File: src/rtl/multicycle_control_unit_if.sv
// multicycle_control_unit_if: control unit <-> datapath/memory signal bundle.
// illegal_op exists only when CTRL_ILLEGAL_TRAP_EN is defined.
interface multicycle_control_unit_if #(
  parameter int OPCODE_W = 4,
  parameter int ALU_OP_W = 4
);
  logic [OPCODE_W-1:0] opcode;
  logic                mem_ready;
  logic                alu_zero;
  logic                alu_carry;
  logic                mem_req;
  logic                mem_we;
  logic                ir_load;
  logic                pc_inc;
  logic [ALU_OP_W-1:0] alu_op;
  logic                use_immediate;
  logic                write_enable;
  logic                jmp_enable;
  logic                zero_flag;
  logic                carry_flag;
  logic                halted;
  logic [2:0]          state;
`ifdef CTRL_ILLEGAL_TRAP_EN
  logic                illegal_op;
`endif
  modport master (
`ifdef CTRL_ILLEGAL_TRAP_EN
    output illegal_op,
`endif
    input  opcode, mem_ready, alu_zero, alu_carry,
    output mem_req, mem_we, ir_load, pc_inc, alu_op, use_immediate,
    output write_enable, jmp_enable, zero_flag, carry_flag, halted, state
  );
  modport slave (
`ifdef CTRL_ILLEGAL_TRAP_EN
    input  illegal_op,
`endif
    output opcode, mem_ready, alu_zero, alu_carry,
    input  mem_req, mem_we, ir_load, pc_inc, alu_op, use_immediate,
    input  write_enable, jmp_enable, zero_flag, carry_flag, halted, state
  );
endinterface

File: src/rtl/multicycle_control_unit.sv
// multicycle_control_unit: fetch/decode/execute sequencer with memory handshake and zero/carry flags.
// Define CTRL_ILLEGAL_TRAP_EN to halt on illegal opcodes and raise a sticky illegal_op.
module multicycle_control_unit #(
  parameter int OPCODE_W = 4,
  parameter int ALU_OP_W = 4
) (
  input logic clk,
  input logic rst_n,
  multicycle_control_unit_if.master bus
);
  localparam logic [2:0] FETCH = 3'd0, DECODE = 3'd1, EXEC = 3'd2, MEM = 3'd3, WB = 3'd4, HALT = 3'd5;
  logic [2:0] st, st_n;
  logic [3:0] op, op_d, aop;
  logic [OPCODE_W+3:0] opx;
  logic bad, trap, alu, imm, wr;
  logic zf, cf;
  assign opx = {4'b0, bus.opcode};
  assign bad = (|opx[OPCODE_W+3:4]) || opx[3:0] == 4'hb;
  // illegal opcodes are folded to NOP so they never reach the execute decode
  assign op_d = bad ? 4'h0 : opx[3:0];
`ifdef CTRL_ILLEGAL_TRAP_EN
  logic ill;
  assign trap = bad;
  always_ff @(posedge clk or negedge rst_n)
    if (!rst_n) ill <= 1'b0;
    else if (st == DECODE && bad) ill <= 1'b1;
  assign bus.illegal_op = ill;
`else
  assign trap = 1'b0;
`endif
  always_comb begin
    st_n = st == FETCH  ? (bus.mem_ready ? DECODE : FETCH)
         : st == DECODE ? (op_d[3:1] == 3'b100 ? MEM : (op_d == 4'hf || trap) ? HALT : EXEC)
         : st == MEM    ? (bus.mem_ready ? (op == 4'h8 ? WB : FETCH) : MEM)
         : st == HALT   ? HALT
         : FETCH;
  end
  assign alu = op >= 4'h1 && op <= 4'h7;
  assign imm = op == 4'h6 || op == 4'h7 || op == 4'ha;
  assign wr  = alu || op == 4'ha;
  assign aop = op == 4'h6 ? 4'h1 : op == 4'h7 ? 4'h2 : op <= 4'h5 ? op : 4'h0;
  always_ff @(posedge clk or negedge rst_n)
    if (!rst_n) begin
      st <= FETCH;
      op <= 4'h0;
      zf <= 1'b0;
      cf <= 1'b0;
    end else begin
      st <= st_n;
      if (st == DECODE) op <= op_d;
      if (st == EXEC && alu) begin
        zf <= bus.alu_zero;
        cf <= bus.alu_carry;
      end
    end
  assign bus.mem_req       = st == FETCH || st == MEM;
  assign bus.mem_we        = st == MEM && op == 4'h9;
  assign bus.ir_load       = st == FETCH && bus.mem_ready;
  assign bus.pc_inc        = st == FETCH && bus.mem_ready;
  assign bus.alu_op        = ALU_OP_W'(st == EXEC ? aop : st == MEM ? 4'h1 : 4'h0);
  assign bus.use_immediate = st == MEM || (st == EXEC && imm);
  assign bus.write_enable  = st == WB || (st == EXEC && wr);
  // jumps see the flags from before this instruction; they are only written by ALU ops
  assign bus.jmp_enable    = st == EXEC && ((op == 4'hc && zf) || (op == 4'hd && !zf) || op == 4'he);
  assign bus.zero_flag     = zf;
  assign bus.carry_flag    = cf;
  assign bus.halted        = st == HALT;
  assign bus.state         = st;
endmodule

File: src/flat_wrapper.sv
// flat-port wrapper written by rule: the top's interface ports become plain ports
module multicycle_control_unit_flat 
#(
  parameter int OPCODE_W = 4,
  parameter int ALU_OP_W = 4
)
  (clk, rst_n, bus_opcode, bus_mem_ready, bus_alu_zero, bus_alu_carry, bus_mem_req, bus_mem_we, bus_ir_load, bus_pc_inc, bus_alu_op, bus_use_immediate, bus_write_enable, bus_jmp_enable, bus_zero_flag, bus_carry_flag, bus_halted, bus_state);
  multicycle_control_unit_if #(.OPCODE_W(OPCODE_W), .ALU_OP_W(ALU_OP_W)) bus_i ();
  input logic clk;
  input logic rst_n;
  input wire logic [$bits(bus_i.opcode)-1:0] bus_opcode;
  input wire logic [$bits(bus_i.mem_ready)-1:0] bus_mem_ready;
  input wire logic [$bits(bus_i.alu_zero)-1:0] bus_alu_zero;
  input wire logic [$bits(bus_i.alu_carry)-1:0] bus_alu_carry;
  output wire logic [$bits(bus_i.mem_req)-1:0] bus_mem_req;
  output wire logic [$bits(bus_i.mem_we)-1:0] bus_mem_we;
  output wire logic [$bits(bus_i.ir_load)-1:0] bus_ir_load;
  output wire logic [$bits(bus_i.pc_inc)-1:0] bus_pc_inc;
  output wire logic [$bits(bus_i.alu_op)-1:0] bus_alu_op;
  output wire logic [$bits(bus_i.use_immediate)-1:0] bus_use_immediate;
  output wire logic [$bits(bus_i.write_enable)-1:0] bus_write_enable;
  output wire logic [$bits(bus_i.jmp_enable)-1:0] bus_jmp_enable;
  output wire logic [$bits(bus_i.zero_flag)-1:0] bus_zero_flag;
  output wire logic [$bits(bus_i.carry_flag)-1:0] bus_carry_flag;
  output wire logic [$bits(bus_i.halted)-1:0] bus_halted;
  output wire logic [$bits(bus_i.state)-1:0] bus_state;
  assign bus_i.opcode = bus_opcode;
  assign bus_i.mem_ready = bus_mem_ready;
  assign bus_i.alu_zero = bus_alu_zero;
  assign bus_i.alu_carry = bus_alu_carry;
  assign bus_mem_req = bus_i.mem_req;
  assign bus_mem_we = bus_i.mem_we;
  assign bus_ir_load = bus_i.ir_load;
  assign bus_pc_inc = bus_i.pc_inc;
  assign bus_alu_op = bus_i.alu_op;
  assign bus_use_immediate = bus_i.use_immediate;
  assign bus_write_enable = bus_i.write_enable;
  assign bus_jmp_enable = bus_i.jmp_enable;
  assign bus_zero_flag = bus_i.zero_flag;
  assign bus_carry_flag = bus_i.carry_flag;
  assign bus_halted = bus_i.halted;
  assign bus_state = bus_i.state;
  multicycle_control_unit #(.OPCODE_W(OPCODE_W), .ALU_OP_W(ALU_OP_W)) u_core (.clk(clk), .rst_n(rst_n), .bus(bus_i));
endmodule
File: config.mk
export PLATFORM = sky130hd
export DESIGN_NAME = multicycle_control_unit_flat
export DESIGN_NICKNAME = d
export VERILOG_FILES = /design/src/rtl/multicycle_control_unit_if.sv /design/src/rtl/multicycle_control_unit.sv /design/src/flat_wrapper.sv
export SDC_FILE = /design/constraint.sdc
export NUM_CORES = 1
export LEC_CHECK = 0
export CORE_MARGIN = 4
export CORE_UTILIZATION = 44
export CTS_BUF_LIST = sky130_fd_sc_hd__clkbuf_4
export DETAILED_ROUTE_END_ITERATION = 8
export PLACE_DENSITY = 0.86
export SKIP_CTS_REPAIR_TIMING = 1
export SYNTH_ARGS = -nofsm -noshare
export SYNTH_HDL_FRONTEND = slang
export SYNTH_SLANG_ARGS = --single-unit
File: constraint.sdc
create_clock -name clk -period 2.25 [get_ports clk]
set_input_delay 0.45 -clock clk [delete_from_list [all_inputs] [get_ports clk]]
set_output_delay 0.45 -clock clk [all_outputs]
set_load 0.05 [all_outputs]
==> results of run 1 <==
==> power by group through the flow <==
stage / Clock [mW] / Combinational (mW) / Sequential (mW)
final: 0.133 / 1.11 / 0.390
after global routing: 0.151 / 1.17 / 0.403
after CTS: 0.138 / 1.10 / 0.385
after detailed placement: 0 / 1.10 / 0.387
after global placement: 0 / 1.07 / 0.380
after floorplan: 0 / 0.698 / 0.426
==> cells by family (layout without fill, tap and decap cells) <==
family | count (synthesis) | after routing
other cells | 1 | 1
flops | 9 | 9
compound gates | 16 | 16
mux | 5 | 5
buf+inv | 9 | 30
simple gates | 33 | 33
xor+xnor | 2 | 2
==> per-layer routing <==
metal  vias up  GRT usage (%)  part of all wire [%]
li1        308              -                     -
met1       297           19.5                    37
met2        20           31.0                    56
met3         4           3.13                   4.4
met4         0           11.4                   1.9
met5         -              0                     0
==> worst paths after layout <==
path,to,slack (ns),start
max,bus_alu_op[2],0.09,u_core.op[3]
min,u_core.bus.carry_flag,0.48,rst_n
max reg2reg,u_core.bus.carry_flag,0.56,u_core.op[3]
min reg2reg,u_core.bus.carry_flag,0.51,u_core.bus.carry_flag
max in group asynchronous,u_core.bus.state[0],1.48,rst_n
min in group clk,u_core.bus.carry_flag,0.51,u_core.bus.carry_flag
==> state kept, by name, summed over array words and instances, names as in the netlist <==
register               flops
u_core.op                  4
u_core.bus.zero_flag       1
u_core.bus.state           3
u_core.bus.carry_flag      1
==> final cells by class <==
class / instances / area, um^2
Sequential cell: 9 / 229
Inverter: 1 / 3.75
Timing Repair Buffer: 25 / 333
Multi-Input combinational cell: 57 / 453
Tap cell: 15 / 18.8
Clock buffer: 4 / 30.0
Fill cell: 96 / 283
==> critical path, delay by kind of cell (launching register included) <==
kind                   cells  cell delay (ns)
and+or+nand+nor            2             0.85
DFF                        1             0.44
buffers and inverters      1             0.16
==> cell usage after synthesis (all sizes together) <==
cell	instances	share of area [%]
dfrtp	9	35
nand2	9	5.2
o21ai	6	4.6
buf	5	5.6
mux2	4	6.9
nor2	4	2.7
nor3	4	3.1
clkbuf	3	1.7
nand2b	3	2.9
nand3b	3	3.5
o22ai	3	2.9
a21oi	2	2.1
nor2b	2	1.9
or3b	2	2.7
xor2	2	2.7
a31oi	1	0.96
and2	1	0.96
and2b	1	1.2
and3b	1	1.5
conb	1	0.58
inv	1	0.58
mux2i	1	1.5
nor3b	1	1.2
nor4b	1	1.3
o21bai	1	1.2
o311a	1	1.5
o31ai	1	1.2
o41ai	1	1.3
or4b	1	2.1
==> through the flow <==
stage | setup slack, ns | util, %
final | 0.0869 | 79.1
after global routing | 0.00242 | 79.1
after CTS | -0.0111 | 77.5
after detailed placement | 0.230 | 75.3
after global placement | 0.270 | 75.3
after floorplan | -0.275 | -
==> impl_metrics.csv, run 1 <==
group,metric,value,unit
floorplan,core_area,0.00135,mm^2
route,ant_nets,0,
global_routing,antenna_found_initial,0,
floorplan,io_pins,26,
power,p_leak,0.442,nW
sta,fin_crit,2.16,ns
power,switching_share,52.6,%
clocking,cts_tree,"done",
outcome,outcome,"completed",
power,p_seq_share,23.8,%
placed_design,hpwl,1350,um
power,pwr_density_cell,1530,mW/mm^2
clocking,clkLatencyLatePin,0.25,ns
synth,synth_fa_ha_area_share,0,%
finish,final_cell_mix,"13 x clkdlybuf4s50_1, 9 x nand2_1, 9 x buf_12",
worst_setup_path,path_cells,"or4b_4 -> nor3b_4 -> buf_12",
sta,fin_crit_sh,96.1,%
finish,diodes,0,
sta,rsz0062_at_grt,"no",
power,pwr-share-comb,68.1,%
clocking,path_clk_slew,0.06,ns
synth,synth-simple-area-share,30.1,%
synth,synthCells,75,
placed_design,port_buffers,24,
clocking,cts_buffers,3,
finish,final_area,0.00107,mm^2
floorplan,die_x,46.5,um
finish,drive_above_1_share,33.3,%
clocking,cts_buffer_depth,2,
synth,netlist_area,652,um^2
finish,syn_to_final_growth,63.7,%
worst_setup_path,crit_type,"register to primary output",
synth,synth_xor_area_share,2.69,%
route,drtIter0Drc,11,
worst_setup_path,slowest_delay,0.62,ns
finish,layout_commonest_cell,"clkdlybuf4s50_1",
worst_setup_path,slowest_stage,"or4b_4",
power,p_total,1.64,mW
route,vias,629,
global_routing,grt_use_total,17.8,%
clocking,root_buffer,"clkbuf_4",
global_routing,grt_pass1_wl,2690,um
power,vdd_drop_max,0.820,mV
synth,synthMuxAreaShare,8.45,%
finish,fin_cells,111,
finish,layout.nets,106,
route,dr.pass1.iters,4,
sta,relSlewSlack,65.8,%
power,internal_power,777,uW
clocking,htreeDepth,1,
sta,hold_ws,0.479,ns
synth,synth_compound_gate_area_share,15.7,%
placed_design,dp_cells,106,
worst_setup_path,rr_worst_depth,3,
route,routed_via_density,5.67,
power,pwr-share-clk,8.1,%
synth,synth_cell_type_count,34,
worst_setup_path,start_kind,"register",
route,wl_per_cell,15.0,um
floorplan,dieArea,0.00216,mm^2
floorplan,initial_core_util,48.3,%
clocking,cts_sinks,9,
synth,synth.avg_cell_area,8.69,um^2
worst_setup_path,crit_fanout,6,
worst_setup_path,required,1.80,ns
sta,finClkSkew,0.000746,ns
synth,yosysSeqAreaShare,34.5,%
worst_setup_path,cp_data_arrival_time,1.71,ns
floorplan,fp.dieH,46.5,um
worst_setup_path,end_kind,"primary output",
route,drcViolationCount,0,
synth,synth_top_family_by_area,"simple AND/OR/NAND/NOR gates",
floorplan,row_count,13,
placed_design,gp_congestion,0.770,
worst_hold_path,hp-class,"input pin to async pin",
global_routing,grt-ovfl-total,0,
synth,ys_ff_latch,9,
route,wl,1670,um
global_routing,grt_pass1_vias,603,
sta,worstMarginPinSlew,0.511,ns
job,drv_cap,0,
synth,synth_nets,84,
sta,tns,0,ns
power,power_switching,861,uW
global_routing,grt_max_degree,14,
synth,ys.warnings.count,0,
sta,setup_violations,0,
sta,max_clock_freq,462,MHz
placed_design,postPlaceCellArea,0.00102,mm^2
sta,drv_slew,0,
sta,final_hold_viol_count,0,
Power figures use the tool's default switching activity.
==> run 2: changes to the inputs <==
--- a/config.mk
+++ b/config.mk
@@ -5,11 +5,13 @@
 export SDC_FILE = /design/constraint.sdc
 export NUM_CORES = 1
 export LEC_CHECK = 0
+export ABC_AREA = 1
 export CORE_MARGIN = 4
 export CORE_UTILIZATION = 44
 export CTS_BUF_LIST = sky130_fd_sc_hd__clkbuf_4
 export DETAILED_ROUTE_END_ITERATION = 8
 export PLACE_DENSITY = 0.86
+export REMOVE_ABC_BUFFERS = 1
 export SKIP_CTS_REPAIR_TIMING = 1
 export SYNTH_ARGS = -nofsm -noshare
 export SYNTH_HDL_FRONTEND = slang
==> impl_metrics.csv, run 2 <==
group,metric,value,unit
worst_setup_path,start_kind,"register",
worst_setup_path,crit_fanout,7,
clocking,cts_sinks,9,
finish,diodes,0,
job,drv_cap,0,
clocking,htreeDepth,1,
power,switching_share,55.2,%
finish,largest_register,"u_core.op",
sta,drv_slew,0,
placed_design,port_buffers,24,
worst_setup_path,slowest_delay,0.45,ns
placed_design,dp_cells,135,
clocking,cts_tree,"done",
worst_setup_path,slowest_stage,"dfrtp_1",
sta,finClkSkew,0.00515,ns
synth,synth_cell_type_count,20,
finish,multi_input_area,352,um^2
worst_hold_path,hp-class,"input pin to async pin",
floorplan,die_x,46.4,um
clocking,clkLatencyLatePin,0.27,ns
finish,nFillCells,103,
placed_design,postPlaceCellArea,957,um^2
finish,layout.nets,134,
sta,rsz0062_at_grt,"no",
finish,largest_reg_flops,4,
synth,synthTopCellsByCount,"28 x nand2_1, 15 x nand3_1, 9 x dfrtp_1, 9 x inv_1, 9 x nor2_1",
synth,synth.avg_cell_area,6.55,um^2
power,pwr-share-comb,67.7,%
synth,netlist_area,648,um^2
power,p_leak,0.479,nW
route,dr.pass1.iters,4,
power,pwr_density_cell,1520,mW/mm^2
route,met1_length,684,um
placed_design,dpl_worst_slack,0.331,ns
finish,drive_above_1_share,18.5,%
synth,ys.flop_type,"dfrtp_1",
global_routing,grt_use_total,19.5,%
finish,final_area,987,um^2
floorplan,dieArea,0.00215,mm^2
power,pwr-share-clk,9.5,%
power,vdd_drop_max,0.876,mV
clocking,cts_buffer_depth,2,
worst_setup_path,cp_data_arrival_time,1.69,ns
floorplan,core_area,0.00135,mm^2
power,power_switching,830,uW
finish,syn_to_final_growth,52.3,%
finish,layout_commonest_cell,"nand2_1",
route,ant_nets,0,
worst_setup_path,crit_family,"simple AND/OR/NAND/NOR gates",
route,drcViolationCount,0,
sta,setup_violations,0,
route,wl_per_cell,12.7,um
floorplan,fp.dieH,46.4,um
global_routing,grt_max_degree,10,
finish,fin_cells,139,
synth,yosysSeqAreaShare,34.7,%
sta,final_hold_viol_count,0,
route,routed.top_layer,"met4",
sta,fin_crit,2.14,ns
power,p_seq_share,22.8,%
power,internal_power,675,uW
finish,final_cell_mix,"28 x nand2_1, 15 x nand3_1, 13 x clkdlybuf4s50_1",
clocking,path_clk_slew,0.06,ns
sta,setup_ws,0.114,ns
route,drtIter0Drc,25,
floorplan,row_count,13,
route,vias,744,
global_routing,grt_pass1_vias,699,
route,wl,1770,um
synth,ys_ff_latch,9,
sta,fin_crit_sh,94.9,%
route,wl_met3,106,um
sta,tns,0,ns
floorplan,initial_core_util,48.0,%
finish,fin_util,73.1,%
worst_setup_path,end_kind,"primary output",
clocking,cts_buffers,3,
clocking,root_buffer,"clkbuf_4",
synth,synthCells,99,
synth,synth.most_common_cell,"nand2_1",
finish,seq_area,225,um^2
synth,postSynth.asyncResetShare,100,%
outcome,outcome,"completed",
synth,synth_top_area_cell,"dfrtp_1",
worst_setup_path,required,1.80,ns
placed_design,gp_congestion,0.858,
route,met2WireLength,925,um
global_routing,grt_pass1_wl,2920,um
floorplan,io_pins,26,
global_routing,grt-ovfl-total,0,
synth,synth.area.top_cells,"dfrtp_1 35%, nand2_1 16%, nand3_1 12%",
worst_setup_path,crit_type,"register to primary output",
synth,synth_top_area_share,34.7,%
synth,synth_edf_count,0,
worst_setup_path,path_buf_inv,2,
route,routed_via_density,5.35,
worst_setup_path,path_cells,"inv_2 -> nand3_1 -> nor4_1 -> buf_12",
global_routing,antenna_found_initial,0,
synth,ys.warnings.count,0,
placed_design,hpwl,1450,um
sta,max_clock_freq,468,MHz
## run 2: cell types whose count changed in the layout (fill, tap and decap cells not counted), moves of 3 or more
cell and change:
nand2b_1 -3, inv_1 +8, dfrtp_1 +3, mux2_1 -3, inv_2 +4, o21ai_1 +3, dfrtp_2 -3, nand3_1 +15
nor2_1 +6, nand2_1 +19
## run 2: path summary, 6_finish.rpt
kind | start | to | slack (ns) | cells after the start
max reg2reg | u_core.bus.state[0] | u_core.bus.zero_flag | 1.06 | 6
min in group clk | u_core.bus.carry_flag | u_core.bus.carry_flag | 0.48 | 2
min reg2reg | u_core.bus.carry_flag | u_core.bus.carry_flag | 0.47 | 2
max | u_core.bus.state[2] | bus_mem_we | 0.11 | 4
max in group asynchronous | rst_n | u_core.bus.state[0] | 1.48 | 1
min | rst_n | u_core.op[1] | 0.47 | 1
## run 2: layout make-up
type / instances / area share, %
inverter: 13 / 4.94
multi-input combinational: 74 / 35.6
timing repair buffer: 24 / 31.7
sequential: 9 / 22.8
tap: 15 / 1.90
clock buffer: 4 / 3.04
## run 2: per-stage QoR
step	hold slack [ns]	total power [mW]
3_3_place_gp	0.469	1.34
5_1_grt	0.501	1.60
6_report	0.475	1.51
4_1_cts	0.481	1.51
3_5_place_dp	0.465	1.36
2_1_floorplan	0.154	0.979
## run 2: metal layers
metal	vias to the layer above	global-route usage, %
li1	370	-
met1	342	21.5
met2	25	35.2
met3	7	3.91
met4	0	8.52
met5	-	0
## run 2: kinds of logic (layout without fill, tap and decap cells)
group | count (synthesis) | count (layout) | share of synthesized area [%]
and+or+nand+nor | 61 | 61 | 43.4
buffers and inverters | 16 | 41 | 11.0
AOI/OAI and AO/OA | 11 | 11 | 8.88
DFF | 9 | 9 | 34.7
other | 1 | 1 | 0.579
xor gates and xnor gates | 1 | 1 | 1.35
## run 2: power by group through the flow
stage	Sequential (mW)	Clock [mW]	Combinational (mW)
5_1_grt	0.360	0.150	1.09
4_1_cts	0.342	0.140	1.03
2_1_floorplan	0.455	0	0.524
3_3_place_gp	0.339	0	0.997
6_report	0.343	0.144	1.02
3_5_place_dp	0.345	0	1.02
## run 2: worst register-to-register path, stage by stage, from the launching register on
cell and delay (ns):
dfrtp_1 0.46, inv_2 0.14, nand2_2 0.08, nor2_4 0.17
nand3_2 0.11, nand2_1 0.07, nand2_1 0.05
